### config.mk
export PLATFORM = sky130hd
export DESIGN_NAME = sm_addsub_seq_flat
export DESIGN_NICKNAME = d
export VERILOG_FILES = /design/src/rtl/sm_calc_pkg.sv /design/src/rtl/sm_addsub_seq_if.sv /design/src/rtl/sm_chunk_adder.sv /design/src/rtl/sm_addsub_seq.sv /design/src/flat_wrapper.sv
export SDC_FILE = /design/constraint.sdc
export NUM_CORES = 1
export LEC_CHECK = 0
export BUFFER_PORTS_ARGS = -buffer_cell sky130_fd_sc_hd__buf_4
export CORE_MARGIN = 1
export CORE_UTILIZATION = 40
export DETAILED_ROUTE_END_ITERATION = 10
export HOLD_SLACK_MARGIN = 0.08
export PLACE_DENSITY = 0.68
export SKIP_CTS_REPAIR_TIMING = 1
export SYNTH_ARGS = -nofsm -noshare
export SYNTH_HDL_FRONTEND = slang
export SYNTH_HIERARCHICAL = 1
export SYNTH_SLANG_ARGS = --single-unit
### constraint.sdc
create_clock -name clk -period 4.9 [get_ports clk]
set_clock_uncertainty 0.2 [all_clocks]
set_input_delay 0.245 -clock clk [delete_from_list [all_inputs] [get_ports clk]]
set_output_delay 0.245 -clock clk [all_outputs]
set_load 0.01 [all_outputs]
### src/rtl/sm_calc_pkg.sv
// Shared types and helpers for the sequential sign-magnitude calculator units.
package sm_calc_pkg;

  typedef enum logic [1:0] {IDLE, ADD, NEG, DONE} state_t;

  function automatic int nchunks(input int mag_w, input int chunk);
    return (mag_w + chunk - 1) / chunk;
  endfunction

endpackage

### src/rtl/sm_addsub_seq_if.sv
// Level-sensitive start/finish handshake and operand/result bus of the add/sub unit.
interface sm_addsub_seq_if #(parameter int WIDTH = 16);

  logic             start;
  logic             sub;
  logic [WIDTH-1:0] in_a;
  logic [WIDTH-1:0] in_b;
  logic [WIDTH-1:0] out;
  logic             ovf;
  logic             busy;
  logic             finish;

  modport master (output start, sub, in_a, in_b, input out, ovf, busy, finish);
  modport slave  (input start, sub, in_a, in_b, output out, ovf, busy, finish);

endinterface

### src/rtl/sm_chunk_adder.sv
// W-bit ripple adder; each B bit is XORed with its own invert bit before the add.
module sm_chunk_adder #(
  parameter int W = 5
) (
  input  logic [W-1:0] a,
  input  logic [W-1:0] b,
  input  logic [W-1:0] inv,
  input  logic         cin,
  output logic [W-1:0] sum,
  output logic         cout
);

  logic [W:0]   c;
  logic [W-1:0] bx;

  always_comb begin
    c    = '0;
    sum  = '0;
    bx   = b ^ inv;
    c[0] = cin;
    for (int i = 0; i < W; i++) begin
      sum[i]   = a[i] ^ bx[i] ^ c[i];
      c[i+1]   = (a[i] & bx[i]) | (c[i] & (a[i] ^ bx[i]));
    end
  end

  assign cout = c[W];

endmodule

### src/rtl/sm_addsub_seq.sv
// Sequential sign-magnitude add/sub: magnitudes combined CHUNK bits per cycle,
// with an optional second pass that two's-complements the magnitude when |B| > |A|.
module sm_addsub_seq
  import sm_calc_pkg::*;
#(
  parameter int WIDTH = 16,
  parameter int CHUNK = 5
) (
  input  logic            clk,
  input  logic            nRST,
  sm_addsub_seq_if.slave  bus
);

  localparam int MAG_W     = WIDTH - 1;
  localparam int NCH       = nchunks(MAG_W, CHUNK);
  localparam int PAD_W     = NCH * CHUNK;
  localparam int LAST_BITS = MAG_W - (NCH - 1) * CHUNK;
  localparam int IDX_W     = (NCH > 1) ? $clog2(NCH) : 1;

  localparam logic [PAD_W:0]   MASK_EXT = ((PAD_W+1)'(1) << MAG_W) - (PAD_W+1)'(1);
  localparam logic [PAD_W-1:0] MAG_MASK = MASK_EXT[PAD_W-1:0];

  state_t             state, state_nxt;
  logic [PAD_W-1:0]   a_mag, b_mag, acc, acc_nxt;
  logic [IDX_W-1:0]   idx;
  logic               carry, carry_nxt, es, a_sign;
  logic [WIDTH-1:0]   out_q;
  logic               ovf_q, finish_q;

  logic               ld, step, to_neg, wr_res, leave_done, last;
  int                 base;
  logic [CHUNK-1:0]   op_a, op_b, op_inv, sum;
  logic               cout, top_carry;
  logic [MAG_W-1:0]   res_mag;
  logic               res_sign, res_ovf;

  assign last = (idx == IDX_W'(NCH - 1));
  assign base = int'(idx) * CHUNK;

  // ADD feeds A and (optionally inverted) B; NEG feeds 0 and inverted acc.
  // Inversion is masked to real magnitude bits so padding stays zero.
  always_comb begin
    op_a   = '0;
    op_b   = acc[base +: CHUNK];
    op_inv = MAG_MASK[base +: CHUNK];
    if (state == ADD) begin
      op_a   = a_mag[base +: CHUNK];
      op_b   = b_mag[base +: CHUNK];
      op_inv = es ? MAG_MASK[base +: CHUNK] : '0;
    end
  end

  sm_chunk_adder #(.W(CHUNK)) u_chunk (
    .a    (op_a),
    .b    (op_b),
    .inv  (op_inv),
    .cin  (carry),
    .sum  (sum),
    .cout (cout)
  );

  // Carry out of the magnitude lands in the first padding bit when the last chunk is partial.
  if (LAST_BITS == CHUNK) begin : g_full_last
    assign top_carry = cout;
  end else begin : g_pad_last
    assign top_carry = sum[LAST_BITS];
  end

  always_ff @(posedge clk or negedge nRST) begin
    if (!nRST) state <= IDLE;
    else       state <= state_nxt;
  end

  always_comb begin
    state_nxt  = state;
    ld         = 1'b0;
    step       = 1'b0;
    to_neg     = 1'b0;
    wr_res     = 1'b0;
    leave_done = 1'b0;
    carry_nxt  = last ? top_carry : cout;
    acc_nxt    = acc;
    acc_nxt[base +: CHUNK] = sum;
    case (state)
      IDLE: begin
        if (bus.start) begin
          ld        = 1'b1;
          state_nxt = ADD;
        end
      end
      ADD: begin
        step = 1'b1;
        if (last) begin
          if (es && !carry_nxt) begin
            to_neg    = 1'b1;
            state_nxt = NEG;
          end else begin
            wr_res    = 1'b1;
            state_nxt = DONE;
          end
        end
      end
      NEG: begin
        step = 1'b1;
        if (last) begin
          wr_res    = 1'b1;
          state_nxt = DONE;
        end
      end
      DONE: begin
        if (!bus.start) begin
          leave_done = 1'b1;
          state_nxt  = IDLE;
        end
      end
      default: state_nxt = IDLE;
    endcase
  end

  assign res_mag  = acc_nxt[MAG_W-1:0];
  assign res_sign = ((state == NEG) ? ~a_sign : a_sign) & (|res_mag);
  assign res_ovf  = (state == ADD) & ~es & carry_nxt;

  always_ff @(posedge clk or negedge nRST) begin
    if (!nRST) begin
      a_mag    <= '0;
      b_mag    <= '0;
      acc      <= '0;
      idx      <= '0;
      carry    <= 1'b0;
      es       <= 1'b0;
      a_sign   <= 1'b0;
      out_q    <= '0;
      ovf_q    <= 1'b0;
      finish_q <= 1'b0;
    end else begin
      if (ld) begin
        a_mag  <= PAD_W'(bus.in_a[MAG_W-1:0]);
        b_mag  <= PAD_W'(bus.in_b[MAG_W-1:0]);
        a_sign <= bus.in_a[MAG_W];
        es     <= bus.in_a[MAG_W] ^ bus.in_b[MAG_W] ^ bus.sub;
        carry  <= bus.in_a[MAG_W] ^ bus.in_b[MAG_W] ^ bus.sub;
        acc    <= '0;
        idx    <= '0;
      end else if (step) begin
        acc <= acc_nxt;
        if (last) begin
          idx   <= '0;
          carry <= to_neg ? 1'b1 : carry_nxt;
        end else begin
          idx   <= idx + 1'b1;
          carry <= carry_nxt;
        end
      end
      if (wr_res) begin
        out_q    <= {res_sign, res_mag};
        ovf_q    <= res_ovf;
        finish_q <= 1'b1;
      end
      if (leave_done) finish_q <= 1'b0;
    end
  end

  assign bus.out    = out_q;
  assign bus.ovf    = ovf_q;
  assign bus.finish = finish_q;
  assign bus.busy   = (state == ADD) || (state == NEG);

endmodule

### src/flat_wrapper.sv
// flat-port wrapper written by rule: the top's interface ports become plain ports
module sm_addsub_seq_flat import sm_calc_pkg::*;
#(
  parameter int WIDTH = 16,
  parameter int CHUNK = 5
)
  (clk, nRST, bus_start, bus_sub, bus_in_a, bus_in_b, bus_out, bus_ovf, bus_busy, bus_finish);
  sm_addsub_seq_if #(.WIDTH(WIDTH)) bus_i ();
  input  logic clk;
  input  logic nRST;
  input wire logic [$bits(bus_i.start)-1:0] bus_start;
  input wire logic [$bits(bus_i.sub)-1:0] bus_sub;
  input wire logic [$bits(bus_i.in_a)-1:0] bus_in_a;
  input wire logic [$bits(bus_i.in_b)-1:0] bus_in_b;
  output wire logic [$bits(bus_i.out)-1:0] bus_out;
  output wire logic [$bits(bus_i.ovf)-1:0] bus_ovf;
  output wire logic [$bits(bus_i.busy)-1:0] bus_busy;
  output wire logic [$bits(bus_i.finish)-1:0] bus_finish;
  assign bus_i.start = bus_start;
  assign bus_i.sub = bus_sub;
  assign bus_i.in_a = bus_in_a;
  assign bus_i.in_b = bus_in_b;
  assign bus_out = bus_i.out;
  assign bus_ovf = bus_i.ovf;
  assign bus_busy = bus_i.busy;
  assign bus_finish = bus_i.finish;
  sm_addsub_seq #(.WIDTH(WIDTH), .CHUNK(CHUNK)) u_core (.clk(clk), .nRST(nRST), .bus(bus_i));
endmodule
==> flow_summary.ini <==
[drt]
detail-route-antenna-nets = 0
totalWireLength_mm = 9.003
detail_route.vias_per_cell = 5.101
drt_iter0_markers = 168
routed_wire_length_per_instance_microns = 15.13
drcViolationCount = 3
via_count = 3035
1st_pass_router_iterations = 9

[finish]
share_of_final_layout_standard_cells_stronger_than_drive_strength_1_pct = 19.51
total_area_of_multi_input_combinational_cells_sq_mm = 0.001799
synthToLayoutAreaGrowth_pct = 26.72
layout.area.seq_sq_mm = 0.001752
insertedDiodeCount = 0
final.fill_count = 789
fin_nets = 533

[floorplanning]
die_h_microns = 98.53
dieWidth_microns = 98.53
initial_utilization_pct = 41.92
core.rowCount = 34
fp.coreArea_sq_mm = 0.008891
floorplan.die_area_sq_mm = 0.009708
io-pin-count = 55

[critical_path]
worst_ep_required_time_ps = 4960
critical-path-max-stage-delay_ps = 530
critPathMostFrequentCell = fa_1
critical_path_class = register to register
critPathLaunchType = register
r2r_setup_slack_ps = 300
timing.critical_path.fanout_max = 20
critical_path.slowest_cell = mux4_2
path_cells = inv_1 > ha_1 > buf_4 > mux4_2 > nand2_1 > o21ai_0 > xor2_1 > fa_1 > inv_1 > fa_1 > fa_1 > inv_1 > fa_1 > nor3b_2 > nor2_4 > nand2_1 > nor3_2 > a221oi_2
worst_endpoint_data_arrival_time_ps = 4660
endpoint_kind = register

[sta]
fin_hold_ws_ps = 95.99
hold_viol = 0
period_minus_ws_final_ps = 4598
setup_viol = 0
count_of_pins_over_their_slew_limit = 0
worst-slew-pin-transition_ps = 1095
relSlewSlack_pct = 26.84
layout_worst_path_cycle_share_pct = 93.84
max_freq_ghz = 0.2175

[flow_run]
timing.max_cap.violations = 0

[power]
pwr_density_cell_mw_per_mm2 = 752.4
irDropWorstVdd_uv = 318.3
finalPower_mw = 3.554
power_leakage_nw = 2.263

[yosys]
synth.most_common_cell = nand2_1
synth_top_area_cell = dfrtp_1
post_synth.cell_area_avg_sq_um = 9.365
synth-async-reset-ratio_pct = 100.0
synthDominantCellAreaShare_pct = 47.00
ys_types = 42
synth.top_cells.by_area = dfrtp_1 (47%), nand2_1 (10%), nor2_1 (4.3%)
synth.cell_area_sq_mm = 0.003727
ys_seq_elements = 70
synth_enable_flop_cells = 0
synth-warning-count = 6
ys_seq_area_share_pct = 47.00
synth_flop_cell = dfrtp_1
synth_fp_nets = 449
synthTopCellsByCount = nand2_1 (102), dfrtp_1 (70), nor2_1 (43)
syn-instance-count = 398

[run_status]
violations = design-rule violations
run_status = finished with violations

[cts]
clock_tree.root_cell = clkbuf_8
cts_tree = done
cts_made_buffers = 9
numClockSinks = 70
cts_max_path_buffers = 2
cts-htree-levels = 3
worst_setup_hold_path_clk_slew_ps = 70
clock_insertion_delay_worst_skew_ps = 360

[placed_design]
io_buffers = 54
gpl_congestion = 0.8826
detailedPlacementHpwl_mm = 6.069

[grt]
grt_start_max_net_pins = 71
grt_pass1_wl_mm = 14.21
groute.usage.overall_pct = 18.97
grt-ovfl-total = 0
first_global_vias = 2880
antenna_violations_before_repair = 0

[hold_path]
worst_hold_path_class = input port to register
## area by class of cell
type	count	area share, %
Clock buffer	11	2.781
Clock inverter	5	1.060
Inverter	16	1.272
Multi-Input combinational cell	290	38.09
Sequential cell	70	37.09
Tap cell	108	2.861
Timing Repair Buffer	95	16.85
## cell usage in the layout (no fill, tap or decap), types with 9 or more instances in the layout
master         count
a211oi_1          15
a21oi_1           23
a31oi_1           13
buf_4             62
clkbuf_8           9
dfrtp_1           70
dlygate4sd3_1     33
ha_1              10
inv_1             16
mux2i_1           13
nand2_1          102
nor2_1            43
nor2b_1           15
## kinds of logic after synthesis
logic type,count (synthesis),synth area share [%]
AND/OR/NAND/NOR,179,21.35
flip-flops,70,47.00
AO/OA/AOI/OAI,67,11.25
buffers and inverters,39,5.069
multiplexers,20,7.418
adder cells (fa/ha/maj),15,6.042
XOR/XNOR,8,1.880
## report_power, final
part	total (mW)	switching (mW)	internal, mW
registers	1.08	0.208	0.869
logic	2.03	1.17	0.868
clock network	0.442	0.210	0.232
## path summary, 6_finish.rpt
kind	end	from	depth (start not counted)
setup reg to reg	u_core/bus.out[15]$_DFFE_PN0P_	u_core/state[1]$_DFFE_PN0P_	18
max in group asynchronous	u_core/b_mag[10]$_DFFE_PN0P_	nRST	2
hold / removal	u_core/es$_DFFE_PN0P_	bus_in_b[15]	4
setup / recovery	u_core/bus.out[15]$_DFFE_PN0P_	u_core/state[1]$_DFFE_PN0P_	18
min in group asynchronous	u_core/bus.out[0]$_DFFE_PN0P_	nRST	2
hold reg to reg	u_core/a_mag[9]$_DFFE_PN0P_	u_core/a_mag[9]$_DFFE_PN0P_	2
## worst max-delay path, delay by kind of cell (launching register included)
kind	cells	cell delay [ps]
AOI/OAI and AO/OA	2	320
xor gates and xnor gates	1	170
adders and majority gates	5	1400
buffers and inverters	4	520
DFF	1	430
muxes	1	530
and+or+nand+nor	5	940
## sequential cells by signal, summed over array words and instances, names as in the netlist
signal and count:
u_core/a_mag 15, u_core/a_sign 1, u_core/acc 15, u_core/b_mag 15
u_core/bus.finish 1, u_core/bus.out 16, u_core/bus.ovf 1, u_core/carry 1
u_core/es 1, u_core/idx 2, u_core/state 2
## layer usage
layer / vias up / GRT usage [%] / routed length [microns]
met5: - / 0 / 0
li1: 1494 / - / -
met4: 0 / 7.348 / 138
met2: 75 / 29.79 / 4358
met1: 1452 / 25.62 / 4137
met3: 14 / 4.397 / 369
## metrics by stage
stage / util, % / instances / worst slack (ps) / setup TNS [ps] / area [sq um]
floorplan: - / 398 / 514.7 / 0 / 3727
global placement: 47.23 / 545 / 398.8 / 0 / 4199
detailed placement: 47.23 / 545 / 224.1 / 0 / 4199
CTS: 49.27 / 561 / 202.0 / 0 / 4380
global route: 53.12 / 595 / -10.64 / -10.64 / 4723
finish: 53.12 / 595 / 301.8 / 0 / 4723
Power figures use the tool's default switching activity.
